File: config.mk
export PLATFORM = sky130hd
export DESIGN_NAME = pin_in_sync_flat
export DESIGN_NICKNAME = d
export VERILOG_FILES = /design/src/rtl/pin_in_sync_if.sv /design/src/rtl/pin_in_sync.sv /design/src/flat_wrapper.sv
export SDC_FILE = /design/constraint.sdc
export NUM_CORES = 1
export LEC_CHECK = 0
export BUFFER_PORTS_ARGS = -buffer_cell sky130_fd_sc_hd__buf_2
export CAP_MARGIN = 20
export CORE_MARGIN = 5
export CORE_UTILIZATION = 52
export CTS_CLUSTER_DIAMETER = 120
export DETAILED_ROUTE_END_ITERATION = 8
export GPL_TIMING_DRIVEN = 0
export PLACE_DENSITY = 0.74
export SYNTH_ARGS = -nofsm -noshare
export SYNTH_HDL_FRONTEND = slang
export SYNTH_SLANG_ARGS = --single-unit
File: constraint.sdc
create_clock -name clk_cog -period 1.85 [get_ports clk_cog]
set_input_delay 0.0925 -clock clk_cog [delete_from_list [all_inputs] [get_ports clk_cog]]
set_output_delay 0.0925 -clock clk_cog [all_outputs]
set_load 0.01 [all_outputs]
File: src/rtl/pin_in_sync_if.sv
// Pin-conditioning bus: raw pad levels and filter controls in, conditioned
// levels, edge pulses and glitch count out.
interface pin_in_sync_if #(
    parameter int unsigned WIDTH     = 32,
    parameter int unsigned FILT_BITS = 4,
    parameter int unsigned GCNT_BITS = 16
);
    logic [WIDTH-1:0]     pin_raw;
    logic [WIDTH-1:0]     filt_en;
    logic [FILT_BITS-1:0] filt_len;
    logic                 glitch_clr;
    logic [WIDTH-1:0]     pin_in;
    logic [WIDTH-1:0]     pin_rise;
    logic [WIDTH-1:0]     pin_fall;
    logic [GCNT_BITS-1:0] glitch_cnt;

    // Driver side (pads / configuration), sees the conditioned results.
    modport master (
        output pin_raw, filt_en, filt_len, glitch_clr,
        input  pin_in, pin_rise, pin_fall, glitch_cnt
    );

    // Conditioning block side.
    modport slave (
        input  pin_raw, filt_en, filt_len, glitch_clr,
        output pin_in, pin_rise, pin_fall, glitch_cnt
    );
endinterface

File: src/rtl/pin_in_sync.sv
// Pin input conditioning: synchronises raw pad levels into the cog clock
// domain, applies an optional per-pin stability filter, emits registered
// rise/fall pulses and keeps a saturating count of rejected-glitch cycles.
module pin_in_sync #(
    parameter int unsigned WIDTH       = 32,
    parameter int unsigned SYNC_STAGES = 2,
    parameter int unsigned FILT_BITS   = 4,
    parameter int unsigned GCNT_BITS   = 16
) (
    input  logic         clk_cog,
    input  logic         res,
    pin_in_sync_if.slave bus
);

    logic [SYNC_STAGES-1:0][WIDTH-1:0] sync_q;
    logic [WIDTH-1:0]                  sync_out;
    logic [WIDTH-1:0]                  pin_q, pin_d;
    logic [WIDTH-1:0]                  rise_q, fall_q;
    logic [WIDTH-1:0][FILT_BITS-1:0]   cnt_q, cnt_d;
    logic [WIDTH-1:0]                  glitch_ev;
    logic [GCNT_BITS-1:0]              gcnt_q, gcnt_d;

    assign sync_out = sync_q[SYNC_STAGES-1];

    // Plain flop chain per pin; nothing may sit between stages.
    always_ff @(posedge clk_cog) begin
        if (res) begin
            sync_q <= '0;
        end else begin
            sync_q[0] <= bus.pin_raw;
            for (int s = 1; s < SYNC_STAGES; s++) begin
                sync_q[s] <= sync_q[s-1];
            end
        end
    end

    // Per-pin filter: a disagreement must persist filt_len+1 samples to commit.
    // filt_len is compared live, so lowering it mid-count commits at once.
    always_comb begin
        pin_d     = pin_q;
        cnt_d     = cnt_q;
        glitch_ev = '0;
        for (int i = 0; i < WIDTH; i++) begin
            if (!bus.filt_en[i]) begin
                // Bypass also discards any partial count without flagging a glitch.
                pin_d[i] = sync_out[i];
                cnt_d[i] = '0;
            end else if (sync_out[i] == pin_q[i]) begin
                cnt_d[i]     = '0;
                glitch_ev[i] = (cnt_q[i] != '0);
            end else if (cnt_q[i] >= bus.filt_len) begin
                pin_d[i] = sync_out[i];
                cnt_d[i] = '0;
            end else begin
                cnt_d[i] = cnt_q[i] + FILT_BITS'(1);
            end
        end
    end

    // Glitch counter: clear wins over a coincident glitch; saturates at all-ones.
    always_comb begin
        gcnt_d = gcnt_q;
        if (bus.glitch_clr) begin
            gcnt_d = '0;
        end else if ((|glitch_ev) && (gcnt_q != '1)) begin
            gcnt_d = gcnt_q + GCNT_BITS'(1);
        end
    end

    // Conditioned state; pulses are derived from the pending change so they
    // line up with the cycle pin_in first shows its new value.
    always_ff @(posedge clk_cog) begin
        if (res) begin
            pin_q  <= '0;
            rise_q <= '0;
            fall_q <= '0;
            cnt_q  <= '0;
            gcnt_q <= '0;
        end else begin
            pin_q  <= pin_d;
            rise_q <= pin_d & ~pin_q;
            fall_q <= ~pin_d & pin_q;
            cnt_q  <= cnt_d;
            gcnt_q <= gcnt_d;
        end
    end

    assign bus.pin_in     = pin_q;
    assign bus.pin_rise   = rise_q;
    assign bus.pin_fall   = fall_q;
    assign bus.glitch_cnt = gcnt_q;

endmodule

File: src/flat_wrapper.sv
// flat-port wrapper written by rule: the top's interface ports become plain ports
module pin_in_sync_flat 
#(
    parameter int unsigned WIDTH       = 32,
    parameter int unsigned SYNC_STAGES = 2,
    parameter int unsigned FILT_BITS   = 4,
    parameter int unsigned GCNT_BITS   = 16
)
  (clk_cog, res, bus_pin_raw, bus_filt_en, bus_filt_len, bus_glitch_clr, bus_pin_in, bus_pin_rise, bus_pin_fall, bus_glitch_cnt);
  pin_in_sync_if #(.WIDTH(WIDTH), .FILT_BITS(FILT_BITS), .GCNT_BITS(GCNT_BITS)) bus_i ();
  input  logic clk_cog;
  input  logic res;
  input wire logic [$bits(bus_i.pin_raw)-1:0] bus_pin_raw;
  input wire logic [$bits(bus_i.filt_en)-1:0] bus_filt_en;
  input wire logic [$bits(bus_i.filt_len)-1:0] bus_filt_len;
  input wire logic [$bits(bus_i.glitch_clr)-1:0] bus_glitch_clr;
  output wire logic [$bits(bus_i.pin_in)-1:0] bus_pin_in;
  output wire logic [$bits(bus_i.pin_rise)-1:0] bus_pin_rise;
  output wire logic [$bits(bus_i.pin_fall)-1:0] bus_pin_fall;
  output wire logic [$bits(bus_i.glitch_cnt)-1:0] bus_glitch_cnt;
  assign bus_i.pin_raw = bus_pin_raw;
  assign bus_i.filt_en = bus_filt_en;
  assign bus_i.filt_len = bus_filt_len;
  assign bus_i.glitch_clr = bus_glitch_clr;
  assign bus_pin_in = bus_i.pin_in;
  assign bus_pin_rise = bus_i.pin_rise;
  assign bus_pin_fall = bus_i.pin_fall;
  assign bus_glitch_cnt = bus_i.glitch_cnt;
  pin_in_sync #(.WIDTH(WIDTH), .SYNC_STAGES(SYNC_STAGES), .FILT_BITS(FILT_BITS), .GCNT_BITS(GCNT_BITS)) u_core (.clk_cog(clk_cog), .res(res), .bus(bus_i));
endmodule
==> results.md, run 1 <==
* Via count at ~12000
* RSZ-0062 raised after global routing: yes
* DP Area at 15400 um2
* CP max FO at 5
* Failing checks: setup timing
* HPWL after DPL at roughly 24 mm
* Wirelength, routed at between 30 and 40 mm
* H-tree depth at 2
* Core Area at about 27000 um2
* Die H at between 150 and 200 um
* Die area at 30300 um2
* Post-synth EDFFs at 0
* Power per cell area at between 800 and 900 nW/um2
* Grt ovf at 0
* CTS sink cnt at between 300 and 400
* Register area share after synthesis at a little over two fifths
* CP max-delay cell: dfxtp_1
* Clk root buf: clkbuf_16
* Post-route minimum period at 2.33 ns
* Fin. Hold Viols at 0
* Antenna violations before repair at 3
* Largest net degree at the start of global routing at 33
* Share of flip-flops with an asynchronous set or reset at 0%
* Detailed-route wire length per cell at ~18 um
* DIE WIDTH at 174 um
* Vias in the first global route at about 11000
* Clk slew on worst S/H paths at ~0.060 ns
* CTS tree: built
* Area Growth Syn to Fin at 35.4%
* Fill cell count at 1872
* First-pass GRT wire length at just under 60 mm
* Num CTS Buffers at 34
* Share of layout cells above drive strength 1 at between 30% and 40%
* Netlist Area Pre-Place at approximately 14000 um2
* Leakage at between 8 and 9 nW
* Worst Skew at about 0.019 ns
* Max IR drop VDD at about 740 uV
* Post-synth cell types at 47
* Worst slew pin tran at roughly 1.2 ns
* Buffers on Ports at approximately 180
* Routed vias/inst at 5.40
* Gpl congestion at ~0.9
* Worst path max stage delay at roughly 0.35 ns
* CTS Buffer Depth at 3
* Post-synthesis instance total at roughly 1400
* CP endpoint kind: flop
* Row count at 60
* I/O pin count at between 150 and 200
* GRT Util Overall at a little under a quarter
* Max-cap violations at 0
* Worst Path Arrival at 2.78 ns
* Critical Path Source Type: flop
* CP bufs+invs at 4
* Clk_lat worst skew at 0.51 ns
* ANT nets after route at 0
* Initial Util at between 50% and 60%
* Synth Area per Inst at between 9 and 10 um2
* WP data required at between 2 and 2.5 ns
* Drc violations at 0
* Worst slew margin at between 10% and 20%
* Synth Flop Type: dfxtp_1
* DR iter-0 viols at approximately 660
* #FFs+latches synth at ~300
* Critical path class: reg2reg
* Critical path cell sequence: inv_1 > ha_1 > inv_1 > o311ai_4 > nand4_1 > nor4_4 > buf_6 > nand4_4 > buf_6 > a31o_4 > nand2_1
* Synthesis Warnings at 0
* Synthesized Nets at between 1500 and 2000
* Drt pass-1 iters at 5
* FMAX at approximately 0.43 GHz
* Multi-input logic area at between 8000 and 9000 um2
* Worst setup margin at -0.483 ns
* Hold_ws at roughly 0.027 ns
* Period utilization at 126%
* Top cell family by delay on the critical path: simple AND/OR/NAND/NOR gates
* NumNets Final at approximately 2000
* Outcome: finished, violations left
* Register area at a little over 6000 um2
* Post-route cell area at ~19000 um2
* Hold Path Class: in2reg
* Max Slew Vio Count at 0
* Setup Viol. Count Final at 18
## tightest hold or removal path: stages
cell,delay [ns]
buf_2,0.09
and3b_2,0.23
nor4b_1,0.07
## power by group
| part | total [mW] | switching, mW | leakage [nW] | internal (mW) |
|---|---|---|---|---|
| logic | 1.65 | 0.858 | 5.40 | 0.791 |
| clock network | 7.16 | 2.69 | 0.594 | 4.48 |
| registers | 6.77 | 0.101 | 2.49 | 6.67 |
| total | 15.6 | 3.65 | 8.48 | 11.9 |
## final timing paths
path / slack [ns] / depth (start not counted) / start / end
setup / recovery: -0.48 / 11 / u_core.cnt_q[45]$_SDFF_PP0_ / u_core.bus.glitch_cnt[3]$_SDFFE_PP0P_
hold / removal: 0.03 / 3 / bus_filt_en[19] / u_core.bus.pin_fall[19]$_SDFF_PP0_
setup reg to reg: -0.48 / 11 / u_core.cnt_q[45]$_SDFF_PP0_ / u_core.bus.glitch_cnt[3]$_SDFFE_PP0P_
hold reg to reg: 0.42 / 1 / u_core.cnt_q[60]$_SDFF_PP0_ / u_core.cnt_q[60]$_SDFF_PP0_
## routing by layer
layer	vias to the layer above	track usage, %	part of all wire, %
met5	-	0	0.018
met4	2	8.51	4.0
met3	105	4.61	6.3
met2	368	39.8	48
met1	5472	30.3	42
li1	5569	-	-
## cells in the mapped netlist, types with 2 or more instances
cell      instances  share of area [%]
a21oi_1          41                1.5
nand2_1          55                1.5
ha_1            193                 17
nand2b_1         32                1.4
a31oi_1           2              0.089
nor2_1          176                4.7
clkbuf_1         27               0.72
and3b_1          32                2.0
or3_2             2               0.11
xor2_1           32                2.0
inv_1            93                2.5
xnor2_1          64                4.0
mux2i_1          35                2.5
a31o_2            5               0.31
a41o_1            2               0.14
a32o_1            2               0.14
nand3_1          36                1.3
or3_1             6               0.27
nor4_2            2               0.18
o311ai_0         26                1.6
nor2b_1          96                4.3
nor3_1           30                1.1
and3_4            2               0.16
o21ai_0          37                1.3
and3_1           35                1.6
nor4b_1          37                2.3
buf_6             2               0.16
nand4_1          10               0.45
dfxtp_1         304                 43
## state kept, by name, summed over array words and instances (netlist names)
name / count
u_core.bus.pin_fall: 32
u_core.sync_q: 32
u_core.bus.glitch_cnt: 16
u_core.bus.pin_in: 32
u_core.cnt_q: 128
u_core.bus.pin_rise: 32
u_core.sync_out: 32
## final cells by class
class                      count  area share, %
clock buffer                  52           5.76
buffer                        27          0.640
timing repair buffer         300           10.5
antenna                        2         0.0264
tap                          341           2.25
multi-input combinational   1006           45.8
inverter                      93           1.91
timing repair inverter         2         0.0791
clock inverter                 7          0.593
sequential                   304           32.4
## stage by stage
stage,utilization (%),total power [mW],worst slack [ns],setup TNS [ns],instances
2_1_floorplan,-,7.54,-0.125,-1.15,1434
3_3_place_gp,57.5,7.94,-0.970,-178.01,1956
3_5_place_dp,57.6,7.97,-0.993,-168.17,1957
4_1_cts,65.8,15.3,-0.444,-6.53,2089
5_1_grt,71.0,16.1,-0.586,-10.24,2134
6_report,71.0,15.6,-0.483,-7.08,2134
## placed cells by master, fill, tap and decap left out, types with 28 or more instances in the layout
| cell type | instances |
|---|---|
| a21oi_2 | 33 |
| and3_1 | 35 |
| and3b_2 | 32 |
| buf_2 | 181 |
| buf_4 | 68 |
| clkbuf_16 | 37 |
| dfxtp_1 | 264 |
| dfxtp_2 | 34 |
| dlygate4sd3_1 | 38 |
| ha_1 | 165 |
| ha_4 | 28 |
| inv_1 | 57 |
| inv_2 | 32 |
| nand2_1 | 52 |
| nand2b_4 | 28 |
| nand3_1 | 35 |
| nor2_1 | 173 |
| nor2b_1 | 96 |
| o21ai_1 | 31 |
| xnor2_1 | 62 |
| xor2_1 | 32 |
## cell families after synthesis
| family | synth area share [%] |
|---|---|
| compound gates | 5.44 |
| flops | 43.4 |
| xor+xnor | 6.00 |
| mux | 2.50 |
| fa+ha+maj | 17.2 |
| simple gates | 21.9 |
| buf+inv | 3.49 |
## timing repair
item / 4_1_cts / 5_1_grt
hold buffers: 38 / 0
gates resized for setup: 126 / 217
endpoints found under the setup margin: 240 / 173
setup buffers: 36 / 43
endpoints found under the hold margin: 42 / 0
pin swaps: 39 / 110
gates cloned: 4 / 0
(Power assumes the default switching activity.)
==> run 2: changes to the inputs <==
==> constraint.sdc (replaced) <==
create_clock -name clk_cog -period 1.85 [get_ports clk_cog]
set_input_delay 0.0925 -clock clk_cog [delete_from_list [all_inputs] [get_ports clk_cog]]
set_output_delay 0.0925 -clock clk_cog [all_outputs]
set_load 0.02 [all_outputs]
==> run 2 against run 1 <==
Against the previous run:
- the flow still finishes with violations (setup timing)
- cell area increased by 1.4%
- clock power decreased by 2%
- via count increased by 1.3%
- setup slack improved by 0.037 ns
- flip-flop and latch count unchanged
- hold slack got worse by 0.0025 ns
- sequential share of layout area decreased by 0.33 points
- register-to-register slack improved by 0.04 ns
- critical path depth unchanged
- die area unchanged
- count of clock-buffer cells in the layout decreased by 1
==> results.md, run 2 (synthesized netlist as in run 1, its figures left out) <==
* Outcome: finished, violations left (unchanged)
* Failing checks: setup timing (unchanged)
* Worst setup margin at -0.446 ns (was -0.483 ns)
* H-tree depth at 2 (unchanged)
* Num CTS Buffers at 34 (unchanged)
* Tot Pwr at 15.5 mW (was 15.6 mW)
* Gpl congestion at 0.849 (was 0.897)
* Max IR drop VDD at 741 uV (was 744 uV)
* I/O pin count at 183 (unchanged)
* Vias in the first global route at 11500 (was 11200)
* Setup Viol. Count Final at 28 (was 18)
* Final core utilization at 72.0% (was 71.0%)
* NumNets Final at 2032 (unchanged)
* CTS sink cnt at 304 (unchanged)
* Worst slew pin tran at 1.11 ns (was 1.21 ns)
* Via count at 11700 (was 11500)
* Grt ovf at 0 (unchanged)
* First-pass GRT wire length at 58.6 mm (was 58.3 mm)
* Area Growth Syn to Fin at 37.3% (was 35.4%)
* Drc violations at 0 (unchanged)
* Critical path cell sequence: inv_2 > ha_4 > inv_2 > o311ai_2 > nand4_1 > nor4_4 > buf_4 > nand4_4 > buf_6 > a31oi_1 > a41o_1 (was inv_1 > ha_1 > inv_1 > o311ai_4 > nand4_1 > nor4_4 > buf_6 > nand4_4 > buf_6 > a31o_4 > nand2_1)
* CP endpoint kind: flop (unchanged)
* Largest net degree at the start of global routing at 33 (unchanged)
* Clk slew on worst S/H paths at 0.06 ns (about the same)
* Worst reg-to-reg setup slack at -0.45 ns (was -0.48 ns)
* Number of flip-flops in the largest register at 128 (unchanged)
* Die H at 174 um (unchanged)
* RSZ-0062 raised after global routing: yes (unchanged)
* Max-cap violations at 0 (unchanged)
* Period utilization at 124% (was 126%)
* WP data required at 2.30 ns (was 2.29 ns)
* Worst Skew at 0.00821 ns (was 0.0186 ns)
* Max Slew Vio Count at 0 (unchanged)
* Commonest cells after routing, fill and taps aside: dfxtp_1, buf_2, nor2_1, ha_1, nor2b_1 (unchanged)
* Leakage at 8.51 nW (was 8.48 nW)
* FMAX at 0.436 GHz (was 0.429 GHz)
* Routed vias/inst at 5.46 (was 5.40)
* CTS Buffer Depth at 3 (unchanged)
* Critical path class: reg2reg (unchanged)
* Critical Path Most Common Cell: inv_2
* Buffers on Ports at 181 (unchanged)
* Antenna violations before repair at 3 (unchanged)
* Critical Path Source Type: flop (unchanged)
* Hold Path Class: in2reg (unchanged)
* Worst slew margin at 25.7% (was 19.5%)
* GRT Util Overall at 23.7% (was 23.6%)
* CTS tree: built (unchanged)
* Row count at 60 (unchanged)
* Core Area at 26700 um2 (unchanged)
* Wirelength, routed at 39.9 mm (was 38.6 mm)
* Worst Path Arrival at 2.75 ns (was 2.78 ns)
* Worst path max stage delay at 0.34 ns (was 0.35 ns)
* Fin. Hold Viols at 0 (unchanged)
* Hold_ws at 0.0242 ns (was 0.0267 ns)
* Post-route minimum period at 2.30 ns (was 2.33 ns)
* DR iter-0 viols at 576 (was 664)
* CP max FO at 8 (was 5)
* HPWL after DPL at 24.0 mm (was 23.9 mm)
* DIE WIDTH at 174 um (unchanged)
* Largest Register: u_core.cnt_q (unchanged)
* Die area at 30300 um2 (unchanged)
* Initial Util at 52.4% (unchanged)
* Drt pass-1 iters at 5 (unchanged)
* CP max-delay cell: dfxtp_2 (was dfxtp_1)
* ANT nets after route at 0 (unchanged)
* Clk_lat worst skew at 0.51 ns (about the same)
* Clk root buf: clkbuf_16 (unchanged)
* Power per cell area at 807 nW/um2 (was 821 nW/um2)
* Most common cell after layout, fill and taps aside: dfxtp_1 (unchanged)
* Share of layout cells above drive strength 1 at 36.9% (was 33.7%)
* Detailed-route wire length per cell at 18.7 um (was 18.1 um)
-- run 2: changes by cell type in the layout (fill, tap and decap cells not counted), sizes merged --
cell	previous run	this run
clkbuf	74	73
buf	267	271
nand4	12	11
dlygate4sd3	38	35
diode	2	3
clkinv	3	4
-- run 2: layout make-up --
type | instances | area, um2
Inverter | 93 | 362
Buffer | 28 | 133
Antenna cell | 3 | 7.51
Fill cell | 1780 | 7490
Multi-Input combinational cell | 1005 | 8950
Clock buffer | 51 | 1060
Clock inverter | 8 | 118
Timing Repair inverter | 2 | 15.0
Timing Repair Buffer | 300 | 1990
Sequential cell | 304 | 6170
Tap cell | 341 | 427
-- run 2: metal layers --
metal  vias to the layer above  part of all wire [%]  wire, um  global-route usage [%]
met2                       379                    50     19800                    41.1
met3                       104                   5.8      2310                    4.28
met4                         0                   3.3      1310                    8.48
met5                         -                     0         0                       0
li1                       5577                     -         -                       -
met1                      5607                    41     16500                    29.6
-- run 2: worst max-delay path, delay by kind of cell, from the launching register on --
kind / cells / cell delay [ns]
AO/OA/AOI/OAI: 3 / 0.58
adder cells (fa/ha/maj): 1 / 0.13
buffers and inverters: 4 / 0.50
flip-flops: 1 / 0.34
AND/OR/NAND/NOR: 3 / 0.72
-- run 2: per-stage QoR --
stage / worst slack, ns / area (um2) / setup TNS, ns / instances
after floorplan: -0.106 / 14000 / -0.956 / 1434
after global placement: -0.890 / 15400 / -159.07 / 1956
after detailed placement: -0.909 / 15400 / -159.21 / 1956
after CTS: -0.400 / 17600 / -6.24 / 2084
after global routing: -0.487 / 19200 / -10.89 / 2135
final: -0.446 / 19200 / -6.88 / 2135
-- run 2: where the power goes --
group	leakage (nW)	total [mW]	switching, mW	internal [mW]
clock network	0.579	7.02	2.66	4.36
logic	5.44	1.73	0.918	0.812
registers	2.49	6.78	0.109	6.67
-- run 2: worst paths after layout --
| path | end | start | cells past startpoint |
|---|---|---|---|
| max | u_core.bus.glitch_cnt[5]$_SDFFE_PP0P_ | u_core.cnt_q[84]$_SDFF_PP0_ | 11 |
| min | u_core.bus.pin_fall[2]$_SDFF_PP0_ | bus_filt_en[2] | 3 |
| min reg2reg | u_core.cnt_q[120]$_SDFF_PP0_ | u_core.cnt_q[120]$_SDFF_PP0_ | 1 |
| max reg2reg | u_core.bus.glitch_cnt[5]$_SDFFE_PP0P_ | u_core.cnt_q[84]$_SDFF_PP0_ | 11 |
-- run 2: timing repair --
action / CTS / global route
gates cloned: 3 / 1
endpoints found under the setup margin: 224 / 153
resized for setup: 146 / 268
hold buffers: 35 / 0
hold endpoints to repair: 39 / 0
buffers inserted: 35 / 47
pin swaps: 35 / 120
==> run 3: changes to the inputs <==
--- a/config.mk
+++ b/config.mk
@@ -8,11 +8,13 @@
 export BUFFER_PORTS_ARGS = -buffer_cell sky130_fd_sc_hd__buf_2
 export CAP_MARGIN = 20
 export CORE_MARGIN = 5
-export CORE_UTILIZATION = 52
+export CORE_UTILIZATION = 54
+export CTS_BUF_LIST = sky130_fd_sc_hd__clkbuf_8
 export CTS_CLUSTER_DIAMETER = 120
 export DETAILED_ROUTE_END_ITERATION = 8
 export GPL_TIMING_DRIVEN = 0
-export PLACE_DENSITY = 0.74
+export PLACE_DENSITY = 0.76
+export SETUP_SLACK_MARGIN = 0.5
 export SYNTH_ARGS = -nofsm -noshare
 export SYNTH_HDL_FRONTEND = slang
 export SYNTH_SLANG_ARGS = --single-unit
==> run 3 against run 2 <==
Against the previous run:
- the run still ends with setup timing left
- total power fell by 1.1%
- first-iteration DRC count rose by 13%
- clock skew rose by 0.016 ns
- maximum frequency fell by 5.7%
- critical path type unchanged
==> results.md, run 3 (synthesized netlist as in run 1, its figures left out) <==
* Post-route cell area at 20200 um2 (was 19200 um2)
* Critical Path Source Type: flop (unchanged)
* Clk_lat worst skew at 0.59 ns (was 0.51 ns)
* Setup_tns at -9.46 ns (was -6.88 ns)
* Fin. Hold Viols at 0 (unchanged)
* Outcome: finished, violations left (unchanged)
* Worst r2r dst: u_core.bus.glitch_cnt[15]$_SDFFE_PP0P_ (was u_core.bus.glitch_cnt[5]$_SDFFE_PP0P_)
* Leakage at 8.88 nW (was 8.51 nW)
* Grt ovf at 0 (unchanged)
* Failing checks: setup timing (unchanged)
* Worst r2r src: u_core.cnt_q[0]$_SDFF_PP0_ (was u_core.cnt_q[84]$_SDFF_PP0_)
* DIE WIDTH at 171 um (was 174 um)
* Most common cell after layout, fill and taps aside: dfxtp_1 (unchanged)
* Worst slew pin tran at 1.05 ns (was 1.11 ns)
* Routed vias/inst at 5.51 (was 5.46)
* CP startpoint: u_core.cnt_q[0]$_SDFF_PP0_ (was u_core.cnt_q[84]$_SDFF_PP0_)
* Number of flip-flops in the largest register at 128 (unchanged)
* Worst path max stage delay at 0.47 ns (was 0.34 ns)
* Worst slew margin at 30.3% (was 25.7%)
* CTS tree: built (unchanged)
* Via count at 12000 (was 11700)
* Worst reg-to-reg setup slack at -0.58 ns (was -0.45 ns)
* GRT Util Overall at 26.3% (was 23.7%)
* DR iter-0 viols at 648 (was 576)
* HPWL after DPL at 23.8 mm (was 24.0 mm)
* Drc violations at 0 (unchanged)
* CP max FO at 8 (unchanged)
* Top cell family by delay on the critical path: simple AND/OR/NAND/NOR gates (unchanged)
* Setup Viol. Count Final at 32 (was 28)
* End point of the critical path: u_core.bus.glitch_cnt[15]$_SDFFE_PP0P_ (was u_core.bus.glitch_cnt[5]$_SDFFE_PP0P_)
* Hold Path Class: in2reg (unchanged)
* Critical path class: reg2reg (unchanged)
* Period utilization at 132% (was 124%)
* Clk slew on worst S/H paths at 0.06 ns (about the same)
* Detailed-route wire length per cell at 19.7 um (was 18.7 um)
* Max Slew Vio Count at 0 (unchanged)
* Fill cell count at 1480 (was 1780)
* Die area at 29300 um2 (was 30300 um2)
* Row count at 59 (was 60)
* CP max-delay cell: nor4_4 (was dfxtp_2)
* Power per cell area at 758 nW/um2 (was 807 nW/um2)
* Drt pass-1 iters at 5 (unchanged)
* Buffers on Ports at 181 (unchanged)
* CTS Buffer Depth at 3 (unchanged)
* Share of layout cells above drive strength 1 at 42.8% (was 36.9%)
* Post-route minimum period at 2.43 ns (was 2.30 ns)
* Finished Layout Cells at 2182 (was 2135)
* Wirelength, routed at 42.9 mm (was 39.9 mm)
* Num CTS Buffers at 50 (was 34)
* Worst Path Arrival at 2.90 ns (was 2.75 ns)
* Die H at 171 um (was 174 um)
* H-tree depth at 2 (unchanged)
* Critical path cell sequence: inv_2 > ha_4 > inv_2 > o311ai_4 > nand4_1 > nor4_4 > nand4_4 > buf_6 > a31o_2 (was inv_2 > ha_4 > inv_2 > o311ai_2 > nand4_1 > nor4_4 > buf_4 > nand4_4 > buf_6 > a31oi_1 > a41o_1)
* Initial Util at 54.2% (was 52.4%)
* DP Area at 15800 um2 (was 15400 um2)
* Area Growth Syn to Fin at 44.5% (was 37.3%)
* Instance count on the critical path at 9 (was 11)
* CP endpoint kind: flop (unchanged)
* Core Area at 25800 um2 (was 26700 um2)
* NumNets Final at 2071 (was 2032)
* Gpl congestion at 0.890 (was 0.849)
* Critical Path Most Common Cell: inv_2 (unchanged)
* Largest net degree at the start of global routing at 33 (unchanged)
* ANT nets after route at 0 (unchanged)
* CTS sink cnt at 304 (unchanged)
* Max-cap violations at 0 (unchanged)
* Cells on worst reg2reg path at 9 (was 11)
* Max IR drop VDD at 782 uV (was 741 uV)
* Antenna violations before repair at 4 (was 3)
* Vias in the first global route at 12100 (was 11500)
* First-pass GRT wire length at 61.8 mm (was 58.6 mm)
* FMAX at 0.411 GHz (was 0.436 GHz)
* RSZ-0062 raised after global routing: yes (unchanged)
* Number of cells after detailed placement at 1952 (was 1956)
* WP data required at 2.32 ns (was 2.30 ns)
* I/O pin count at 183 (unchanged)
* Largest Register: u_core.cnt_q (unchanged)
* Commonest cells after routing, fill and taps aside: dfxtp_1, buf_2, ha_1, nor2_1, nor2b_1 (was dfxtp_1, buf_2, nor2_1, ha_1, nor2b_1)
* CP bufs+invs at 3 (was 4)
* Worst setup margin at -0.585 ns (was -0.446 ns)
* Clk root buf: clkbuf_8 (was clkbuf_16)
* Worst Skew at 0.0245 ns (was 0.00821 ns)
## run 3: per-stage QoR
step / setup slack, ns / power (mW) / utilization (%) / hold slack (ns)
3_5_place_dp: -0.975 / 8.08 / 61.2 / 0.306
3_3_place_gp: -0.960 / 8.03 / 61.1 / 0.301
5_1_grt: -0.655 / 15.8 / 78.4 / 0.0316
2_1_floorplan: -0.105 / 7.64 / - / 0.221
4_1_cts: -0.461 / 15.1 / 74.6 / 0.000647
6_report: -0.585 / 15.4 / 78.4 / 0.0202
## run 3: area by class of cell
class / count / area [um2] / share of cell area [%]
multi-input cells: 1005 / 9690 / 47.9
flip-flops and latches: 304 / 6160 / 30.4
repair buffers: 319 / 2280 / 11.2
clock buffers: 64 / 881 / 4.35
well taps: 335 / 419 / 2.07
inverters: 93 / 362 / 1.79
clock inverters: 27 / 251 / 1.24
plain buffers: 32 / 195 / 0.964
repair inverters: 2 / 15.0 / 0.0742
diodes: 1 / 2.50 / 0.0124
## run 3: power by group
| part | switching (mW) | total (mW) | leakage [nW] | internal [mW] |
|---|---|---|---|---|
| clock | 2.79 | 6.60 | 0.625 | 3.81 |
| combinational | 1.04 | 1.96 | 5.76 | 0.920 |
| sequential | 0.116 | 6.79 | 2.49 | 6.67 |
| total | 3.95 | 15.4 | 8.88 | 11.4 |
## run 3: how the worst min path moves through the flow
stage | depth (start not counted) | start | slack (ns) | end
after global routing | 4 | bus_filt_en[12] | 0.03 | u_core.bus.pin_in[12]$_SDFF_PP0_
final | 4 | bus_filt_en[23] | 0.02 | u_core.bus.pin_in[23]$_SDFF_PP0_
after global placement | 2 | bus_pin_raw[20] | 0.30 | u_core.sync_q[20]$_SDFF_PP0_
after floorplan | 1 | bus_pin_raw[0] | 0.22 | u_core.sync_q[0]$_SDFF_PP0_
after detailed placement | 2 | bus_pin_raw[20] | 0.31 | u_core.sync_q[20]$_SDFF_PP0_
after CTS | 4 | bus_filt_en[7] | 0.0006 | u_core.bus.pin_fall[7]$_SDFF_PP0_
## run 3: metal layers
| metal | up-vias | routed length [um] | global-route usage (%) |
|---|---|---|---|
| met3 | 125 | 2760 | 5.22 |
| met1 | 5790 | 17000 | 31.9 |
| met4 | 6 | 1580 | 9.68 |
| met5 | - | 37 | 0 |
| met2 | 430 | 21600 | 46.4 |
| li1 | 5666 | - | - |
## run 3: what timing repair did
| item | 4_1_cts | 5_1_grt |
|---|---|---|
| setup buffers | 72 | 20 |
| hold buffers | 42 | 0 |
| pin swaps | 78 | 92 |
| setup endpoints to repair | 240 | 260 |
| resized for setup | 277 | 174 |
| cloned | 4 | 0 |
| hold endpoints to repair | 46 | 0 |
## run 3: worst reg2reg max path, delay by kind of cell (launching register included)
family	cells	cell delay, ns
DFF	1	0.33
buffers and inverters	3	0.35
adders and majority gates	1	0.13
AOI/OAI and AO/OA	2	0.47
and+or+nand+nor	3	1.06
